--- src/rtl/decoder_sched_pkg.sv ---
// Shared types for decoder_sched: FSM state encoding and frame-width helper.
package decoder_sched_pkg;

    typedef enum logic [1:0] {
        IDLE = 2'd0,
        DEC  = 2'd1,
        WAIT = 2'd2,
        RESP = 2'd3
    } sched_state_t;

    // Frame is payload plus one parity bit in the MSB.
    function automatic int unsigned frame_w(input int unsigned data_width);
        return data_width + 1;
    endfunction

endpackage

--- src/rtl/decoder.sv ---
// Registered even-parity frame decoder; flops carry no reset.
module decoder #(
    parameter int unsigned DATA_WIDTH = 8
) (
    input  logic                  clk,
    input  logic [DATA_WIDTH:0]   in_data,
    output logic [DATA_WIDTH-1:0] out_byte,
    output logic                  err
);

    always_ff @(posedge clk) begin
        out_byte <= in_data[DATA_WIDTH-1:0];
        err      <= ^in_data;
    end

endmodule

--- src/rtl/decoder_sched_rr_arbiter.sv ---
// Combinational round-robin arbiter: first request after last_grant, with wrap.
module rr_arbiter #(
    parameter int unsigned NUM_CH = 4,
    parameter int unsigned CH_W   = $clog2(NUM_CH)
) (
    input  logic [NUM_CH-1:0] req,
    input  logic [CH_W-1:0]   last_grant,
    output logic [NUM_CH-1:0] grant,
    output logic [CH_W-1:0]   idx
);

    int unsigned cand;

    always_comb begin
        grant = '0;
        idx   = '0;
        cand  = 0;
        for (int unsigned i = 1; i <= NUM_CH; i++) begin
            cand = (32'(last_grant) + i) % NUM_CH;
            if (grant == '0 && req[CH_W'(cand)]) begin
                grant[CH_W'(cand)] = 1'b1;
                idx                = CH_W'(cand);
            end
        end
    end

endmodule

--- src/rtl/decoder_sched.sv ---
// Round-robin scheduler sharing one parity decoder across NUM_CH channels.
// Optional per-channel error counters: define DECODER_SCHED_ERR_CNT_EN.
module decoder_sched
    import decoder_sched_pkg::*;
#(
    parameter int unsigned DATA_WIDTH = 8,
    parameter int unsigned NUM_CH     = 4,
    parameter int unsigned CH_W       = $clog2(NUM_CH)
`ifdef DECODER_SCHED_ERR_CNT_EN
    ,
    parameter int unsigned CNT_W      = 8
`endif
) (
    input  logic                                clk,
    input  logic                                arst,
    input  logic [NUM_CH*(DATA_WIDTH+1)-1:0]    in_data,
    input  logic [NUM_CH-1:0]                   in_valid,
    output logic [NUM_CH-1:0]                   in_ready,
    output logic                                out_valid,
    input  logic                                out_ready,
    output logic [CH_W-1:0]                     out_ch,
    output logic [DATA_WIDTH-1:0]               out_byte,
    output logic                                out_err,
`ifdef DECODER_SCHED_ERR_CNT_EN
    input  logic                                err_clr,
    output logic [NUM_CH*CNT_W-1:0]             err_cnt,
`endif
    output logic                                busy
);

    localparam int unsigned FW = frame_w(DATA_WIDTH);

    sched_state_t           state;
    logic [FW-1:0]          hold_q;
    logic [CH_W-1:0]        ch_q;
    logic [CH_W-1:0]        last_grant;
    logic [NUM_CH-1:0]      grant;
    logic [CH_W-1:0]        grant_idx;
    logic [FW-1:0]          frame_sel;
    logic [DATA_WIDTH-1:0]  dec_byte;
    logic                   dec_err;

    rr_arbiter #(
        .NUM_CH     (NUM_CH),
        .CH_W       (CH_W)
    ) u_arb (
        .req        (in_valid),
        .last_grant (last_grant),
        .grant      (grant),
        .idx        (grant_idx)
    );

    decoder #(
        .DATA_WIDTH (DATA_WIDTH)
    ) u_dec (
        .clk        (clk),
        .in_data    (hold_q),
        .out_byte   (dec_byte),
        .err        (dec_err)
    );

    // Frame of the granted channel.
    always_comb begin
        frame_sel = '0;
        for (int k = 0; k < int'(NUM_CH); k++) begin
            if (grant[k]) frame_sel = in_data[k*FW +: FW];
        end
    end

    // Accept is only offered while idle; the handshake completes on that edge.
    assign in_ready = (state == IDLE) ? grant : '0;

    always_ff @(posedge clk or posedge arst) begin
        if (arst) begin
            state      <= IDLE;
            hold_q     <= '0;
            ch_q       <= '0;
            last_grant <= CH_W'(NUM_CH - 1);
            out_valid  <= 1'b0;
            out_ch     <= '0;
            out_byte   <= '0;
            out_err    <= 1'b0;
            busy       <= 1'b0;
        end else begin
            case (state)
                IDLE: begin
                    if (|grant) begin
                        hold_q     <= frame_sel;
                        ch_q       <= grant_idx;
                        last_grant <= grant_idx;
                        busy       <= 1'b1;
                        state      <= DEC;
                    end
                end
                DEC: state <= WAIT;
                WAIT: begin
                    // A failed frame never forwards the decoder's stale byte.
                    out_err   <= dec_err;
                    out_byte  <= dec_err ? '0 : dec_byte;
                    out_ch    <= ch_q;
                    out_valid <= 1'b1;
                    state     <= RESP;
                end
                RESP: begin
                    if (out_ready) begin
                        out_valid <= 1'b0;
                        busy      <= 1'b0;
                        state     <= IDLE;
                    end
                end
                default: state <= IDLE;
            endcase
        end
    end

`ifdef DECODER_SCHED_ERR_CNT_EN
    logic [CNT_W-1:0] cnt_q [NUM_CH];

    // Saturating per-channel error counters; clear beats increment.
    always_ff @(posedge clk or posedge arst) begin
        if (arst) begin
            for (int k = 0; k < int'(NUM_CH); k++) cnt_q[k] <= '0;
        end else if (err_clr) begin
            for (int k = 0; k < int'(NUM_CH); k++) cnt_q[k] <= '0;
        end else if (state == WAIT && dec_err && cnt_q[ch_q] != '1) begin
            cnt_q[ch_q] <= cnt_q[ch_q] + 1'b1;
        end
    end

    for (genvar k = 0; k < int'(NUM_CH); k++) begin : g_cnt
        assign err_cnt[k*CNT_W +: CNT_W] = cnt_q[k];
    end
`endif

endmodule

--- config.mk ---
export PLATFORM = sky130hd
export DESIGN_NAME = decoder_sched
export DESIGN_NICKNAME = d
export VERILOG_FILES = /design/src/rtl/decoder_sched_pkg.sv /design/src/rtl/decoder.sv /design/src/rtl/decoder_sched_rr_arbiter.sv /design/src/rtl/decoder_sched.sv
export SDC_FILE = /design/constraint.sdc
export NUM_CORES = 1
export LEC_CHECK = 0
export ABC_AREA = 1
export BUFFER_PORTS_ARGS = -buffer_cell sky130_fd_sc_hd__buf_4
export CORE_UTILIZATION = 45
export CTS_BUF_LIST = sky130_fd_sc_hd__clkbuf_8
export CTS_CLUSTER_DIAMETER = 120
export CTS_CLUSTER_SIZE = 12
export DETAILED_ROUTE_END_ITERATION = 6
export PLACE_DENSITY = 0.7
export RECOVER_POWER = 100
export REMOVE_ABC_BUFFERS = 1
export SYNTH_ARGS = -nofsm -noshare
export SYNTH_HDL_FRONTEND = slang
export SYNTH_SLANG_ARGS = --single-unit
--- constraint.sdc ---
create_clock -name clk -period 4.5 [get_ports clk]
set_input_delay 0.9 -clock clk [delete_from_list [all_inputs] [get_ports clk]]
set_output_delay 0.9 -clock clk [all_outputs]
set_load 0.02 [all_outputs]
== Word-level counts from Yosys, hierarchy flattened ==
Cells that the tools add are included.

* Bits in writable memories: 0
* Bits in registers: 37
* Bits in latches: 0
* Memories: 0
* Input bits: 43
* Output and inout bits: 17
* ROM bits: 0
* Word-level logic and storage cells: 87

* Shifts and indexed selects: 0
* Equality and inequality tests: 5
* Muxes and demuxes: 37
* Bitwise operators: 3
* Multipliers: 0
* Reductions and logical operators: 19
* Add/subtract/negate cells: 4
* Div/mod/pow operators: 0
* Order comparisons: 8

{| class="wikitable"
|+ Operator list
! cell !! number
|-
| 9-bit two-way mux || 4
|-
| 4-bit two-way mux || 5
|-
| 4-bit zero test || 3
|-
| 2-bit by 3-bit less-than comparator with 1-bit output, second input constant || 4
|-
| 2-bit two-way mux || 6
|-
| 4-bit OR || 3
|-
| 1-bit two-way mux || 10
|-
| 9-bit XOR reduction || 1
|-
| 1-bit binary-select mux with 2-bit select || 4
|-
| 1-bit demux with 2-bit select || 4
|-
| 2-bit by 1-bit greater-or-equal comparator with 1-bit output, second input constant || 4
|-
| 8-bit two-way mux || 1
|-
| 2-bit case mux with 4 select lines || 1
|-
| 1-bit logical AND || 7
|-
| 2-bit AND reduction || 3
|-
| 2-bit by 1-bit adder with 2-bit output, second input constant || 2
|-
| 2-bit adder, second input constant || 2
|-
| 2-bit equality test, second input constant || 2
|-
| 1-bit case mux with 2 select lines || 2
|-
| 2-bit nonzero test || 2
|-
| 4-bit OR reduction || 1
|-
| 3-bit AND reduction || 1
|-
| 2-bit by 1-bit equality test with 1-bit output, second input constant || 1
|-
| 2-bit zero test || 1
|-
| 2 further kinds || 2
|}

== Logic depth before layout (Yosys ltp) ==
* Depth in word-level cells: 19
* Gate-level depth with buffers: 21

== By module ==
Synthesis repeated with hierarchy kept, for this count alone.

* Cells, all modules: 350
* Area, all modules: 2437.3 µm²

{| class="wikitable"
|+ By module, submodules not included
! module !! times used !! cells an instance !! area each (µm²) !! sequential area each (µm²)
|-
| decoder_sched || 1 || 204 || 1508.9 || 703.2
|-
| rr_arbiter || 1 || 98 || 586.8 || 0.0
|-
| decoder || 1 || 48 || 341.6 || 180.2
|}

== Worst setup path before layout ==
No wires, ideal clock.

* Path type: reg2out
* Start: reg last_grant[0]
* End: out in_ready[3]
* Slack: 889 ps
* Path buffers: 1
* Arrival time: 2711 ps
* Stages on the path, launching flop included: 18
* Cell sequence: dfstp_2 -> inv_2 -> ha_1 -> inv_1 -> nand3_2 -> nand2_4 -> a21oi_4 -> nand3_1 -> nand2_1 -> nor2_2 -> nand3_1 -> nand2_1 -> nor2_2 -> nand3_1 -> nand2_1 -> buf_4 -> inv_2 -> nor2_1

* Word-level cells in the longest chain between the ends: 16
* Elaborated cells between the ends (all ways): 46
* Classes of those cells: add/sub: 4; order compare: 8; mux: 21; bitwise: 3; reduce/logical: 10

{| class="wikitable"
|+ Ends and longest elaborated chain
! item !! line !! RTL
|-
| start, declared || decoder_sched.sv:36 || <nowiki>logic [CH_W-1:0] last_grant;</nowiki>
|-
| start signal, assigned || decoder_sched.sv:78 || <nowiki>last_grant <= CH_W'(NUM_CH - 1);</nowiki>
|-
| start signal, assigned || decoder_sched.sv:90 || <nowiki>last_grant <= grant_idx;</nowiki>
|-
| 2-bit by 1-bit adder with 2-bit output || decoder_sched_rr_arbiter.sv:19 || <nowiki>cand = (32'(last_grant) + i) % NUM_CH;</nowiki>
|-
| 2-bit by 3-bit less-than comparator with 1-bit output (not written as such) or 2-bit by 1-bit greater-or-equal comparator with 1-bit output (tied branches) || decoder_sched_rr_arbiter.sv:21 || <nowiki>grant[CH_W'(cand)] = 1'b1;</nowiki>
|-
| 1-bit logical AND (not written as such) || decoder_sched_rr_arbiter.sv:21 ||
|-
| 1-bit two-way mux (not written as such) || decoder_sched_rr_arbiter.sv:21 ||
|-
| 1-bit demux with 2-bit select || -- ||
|-
| 4-bit two-way mux || decoder_sched_rr_arbiter.sv:20 || <nowiki>if (grant == '0 && req[CH_W'(cand)]) begin</nowiki>
|-
| 4-bit zero test || decoder_sched_rr_arbiter.sv:20 ||
|-
| 1-bit logical AND || decoder_sched_rr_arbiter.sv:20 ||
|-
| 4-bit two-way mux || decoder_sched_rr_arbiter.sv:20 ||
|-
| 4-bit zero test || decoder_sched_rr_arbiter.sv:20 ||
|-
| 1-bit logical AND || decoder_sched_rr_arbiter.sv:20 ||
|-
| 4-bit two-way mux || decoder_sched_rr_arbiter.sv:20 ||
|-
| 4-bit zero test || decoder_sched_rr_arbiter.sv:20 ||
|-
| 1-bit logical AND || decoder_sched_rr_arbiter.sv:20 ||
|-
| 4-bit two-way mux (*) || decoder_sched_rr_arbiter.sv:20 ||
|-
| 4-bit two-way mux (*) || decoder_sched.sv:71 || <nowiki>assign in_ready = (state == IDLE) ? grant : '0;</nowiki>
|-
| end, declared || decoder_sched.sv:18 || <nowiki>output logic [NUM_CH-1:0] in_ready,</nowiki>
|}

Every way passes the cells marked *; elsewhere a longest branch is shown, timed or not. The select of a mux whose other input is x is not followed.

== Final worst setup path ==
* Start: reg last_grant[1]
* End: out in_ready[1]

Same word-level chain as after synthesis.

==> flow_metrics.py <==
metrics = {
    "run_status": {
        "status": "completed",
    },
    "clocking": {
        "clk_pin_slew_ns": 0.07,
        "holdBufCountCts": 0,
        "cts_max_path_buffers": 2,
        "tritoncts": "done",
        "clockRootBuffer": "clkbuf_8",
        "htreeDepth": 2,
        "cts.sinks": 37,
        "cts-buffers-inserted": 5,
        "clock_latency_ns": 0.29,
    },
    "job": {
        "drv_cap": 0,
    },
    "yosys": {
        "syn_area_sq_mm": 0.00234,
        "yosysSeqAreaShare_pct": 37.7,
        "synth_cell_type_count": 31,
        "synth_seq_cells": 37,
        "syn_area_per_cell_sq_um": 7.30,
        "ys_warn_count": 0,
        "syn_inst": 321,
    },
    "global_routing": {
        "grt_start_max_net_pins": 29,
        "antenna_found_initial": 0,
        "grt_pass1_vias": 1994,
        "grt_pass1_wl_um": 8500,
        "grt_usage_pct": 20.1,
        "grt_overflow": 0,
    },
    "critical_path": {
        "cp.required_ns": 3.60,
        "crit_chain": "inv_1 -> ha_4 -> nand3_1 -> nand2_4 -> o31ai_2 -> nand3_1 -> nand2_1 -> nor2_1 -> nand3_1 -> nand3_1 -> nor2_2 -> nand3_1 -> nand2_2 -> inv_1 -> nor2_1 -> buf_4",
        "critPathMostFrequentCell": "nand3_1",
        "reg2reg_slack_ns": 0.79,
        "max_stage_delay_ns": 0.62,
        "worstSetupPathType": "reg -> out",
        "critPathArrivalTime_ns": 3.23,
        "crit_family": "simple AND/OR/NAND/NOR gates",
        "crit_buf_inv": 3,
        "r2r_cells": 19,
        "slowest_stage": "dfstp_2",
        "critPathCaptureType": "primary output",
        "reg2reg_from": "last_grant[1]$_DFFE_PP1P_",
        "worstPathMaxFanout": 11,
        "reg2reg_to": "hold_q[3]$_DFFE_PP0P_",
        "critPathLaunchType": "flop",
    },
    "sta": {
        "post-route-min-period_ns": 4.13,
        "fmax_mhz": 242,
        "hold_viol": 0,
        "finClkSkew_ns": 0.00433,
        "setup_tns_ns": 0,
        "final-setup-viol-count": 0,
        "rsz0062_at_grt": "false",
        "period_share_pct": 91.7,
        "slew_viol_final": 0,
        "worstMarginPinSlew_ns": 1.03,
        "relSlewSlack_pct": 31.6,
    },
    "routing": {
        "drt_first_iter_violations": 104,
        "vias": 2141,
        "route.detailed.drc": 0,
        "via_per_inst": 4.76,
        "finalWirelength_um": 5210,
        "ant_nets": 0,
        "first_pass_iters": 5,
        "wl_per_cell_um": 11.6,
    },
    "placement": {
        "place_congestion": 0.899,
        "portBuffers": 59,
        "hpwlAfterDp_um": 3980,
    },
    "hold_path": {
        "hold_path_class": "reg -> reg",
        "hold_depth": 0,
        "min_to": "u_dec.out_byte[6]$_DFF_P_",
        "min_from": "hold_q[6]$_DFFE_PP0P_",
    },
    "floorplan": {
        "ios": 60,
        "initial_core_util_pct": 48.1,
        "die_y_um": 74.2,
        "die_w_um": 74.2,
        "dieArea_sq_mm": 0.00550,
        "core_sq_mm": 0.00488,
        "num_rows": 25,
    },
    "final_layout": {
        "synthToLayoutAreaGrowth_pct": 22.9,
        "n_antenna_cell": 0,
        "final_util_pct": 59.1,
        "fin_nets": 437,
        "drive_above_1_share_pct": 19.8,
    },
}
-- final cells by class --
class	instances	area [sq um]
clock buffer	5	68.8
fill	488	2000
tap	67	83.8
multi-input combinational	242	1260
sequential	37	883
clock inverter	3	46.3
inverter	36	135
timing repair buffer	60	402
-- synthesized netlist by cell type --
cell type / n / area share (%)
nand2_1: 113 / 18
inv_1: 33 / 5.3
nor2_1: 29 / 4.6
dfrtp_1: 26 / 28
nand3_1: 21 / 4.5
a21oi_1: 20 / 4.3
ha_1: 12 / 6.4
dfxtp_1: 9 / 7.7
a22o_1: 8 / 3.0
o21ai_0: 6 / 1.3
xnor2_1: 6 / 2.2
nand2_4: 5 / 2.4
nand3_2: 4 / 1.7
nor2_2: 4 / 1.1
buf_4: 3 / 0.96
dfstp_2: 2 / 2.2
inv_2: 2 / 0.32
nand2_2: 2 / 0.53
nor2_4: 2 / 0.96
or2_2: 2 / 0.53
xor2_1: 2 / 0.75
a21oi_4: 1 / 0.69
a31oi_1: 1 / 0.27
buf_2: 1 / 0.21
buf_6: 1 / 0.48
clkbuf_1: 1 / 0.16
inv_4: 1 / 0.27
nand4_1: 1 / 0.27
o211ai_1: 1 / 0.32
o21ai_1: 1 / 0.21
o31ai_2: 1 / 0.53
-- flip-flops by register name (all words and copies together), names as in the netlist, 2 cells and up --
signal	count
out_byte	8
state	2
u_dec.out_byte	8
ch_q	2
last_grant	2
out_ch	2
hold_q	9
-- what timing repair did --
item | in CTS | in global routing
setup buffers | 0 | 0
setup endpoints to repair | 0 | 2
gates resized for setup | 0 | 2
-- cell usage in the layout (no fill, tap or decap), types with 2 or more instances in the layout --
cell type / n
dfstp_2: 2
xnor2_1: 6
inv_1: 34
nand2_2: 3
nand2_4: 4
o21ai_0: 6
a22o_1: 8
clkbuf_1: 13
buf_4: 46
inv_2: 2
xor2_1: 2
nand3_1: 24
clkbuf_8: 5
nor2_1: 31
a21oi_1: 20
dfxtp_1: 9
dfrtp_1: 26
nand2_1: 113
ha_1: 11
or2_2: 2
nor2_2: 3
-- per-stage QoR --
step	instances	worst slack, ns	instance area [sq um]	hold WS (ns)
after floorplan	315	0.838	2300	0.387
after global placement	442	0.706	2840	0.399
after detailed placement	442	0.595	2840	0.399
after CTS	450	0.254	2950	0.418
after global routing	450	0.0425	2880	0.435
final	450	0.373	2880	0.415
-- metal layers --
metal | wire length [um] | share of wire [%] | up-vias | GRT usage (%)
met5 | 0 | 0 | - | 0
met4 | 52 | 1.0 | 0 | 6.84
met3 | 286 | 5.5 | 5 | 4.61
met2 | 2470 | 47 | 64 | 33.5
met1 | 2400 | 46 | 940 | 25.6
li1 | - | - | 1132 | -
-- how the worst max path moves through the flow --
stage,startpoint,end,cells past startpoint
floorplan,last_grant[0]$_DFFE_PP1P_,in_ready[3],16
global placement,last_grant[0]$_DFFE_PP1P_,in_ready[1],17
detailed placement,last_grant[0]$_DFFE_PP1P_,in_ready[1],17
CTS,last_grant[1]$_DFFE_PP1P_,in_ready[1],17
global route,last_grant[1]$_DFFE_PP1P_,in_ready[1],16
finish,last_grant[1]$_DFFE_PP1P_,in_ready[1],16
-- logic make-up after synthesis --
group                    share of synthesized area, %
flip-flops                                       37.7
AO/OA/AOI/OAI                                    10.6
buffers and inverters                            7.68
adder cells (fa/ha/maj)                          6.40
AND/OR/NAND/NOR                                  34.7
XOR/XNOR                                         2.99
-- worst register-to-register path: stages (launching register included) --
cell and delay, ns:
dfstp_2 0.62, inv_1 0.18, ha_4 0.33, nand3_1 0.14, nand2_4 0.15, o31ai_2 0.12
nand3_1 0.10, nand2_1 0.08, nor2_1 0.22, nand3_1 0.14, nand3_1 0.10, nor2_2 0.06
nand3_1 0.14, nand2_4 0.11, nor2_1 0.28, nand2_4 0.10, nand2_1 0.51, nor2_1 0.08
nand2_1 0.09, nand2_1 0.05
Power is not shown: default switching activity piles up to over one toggle a cycle in this logic, so the estimate is an artifact.
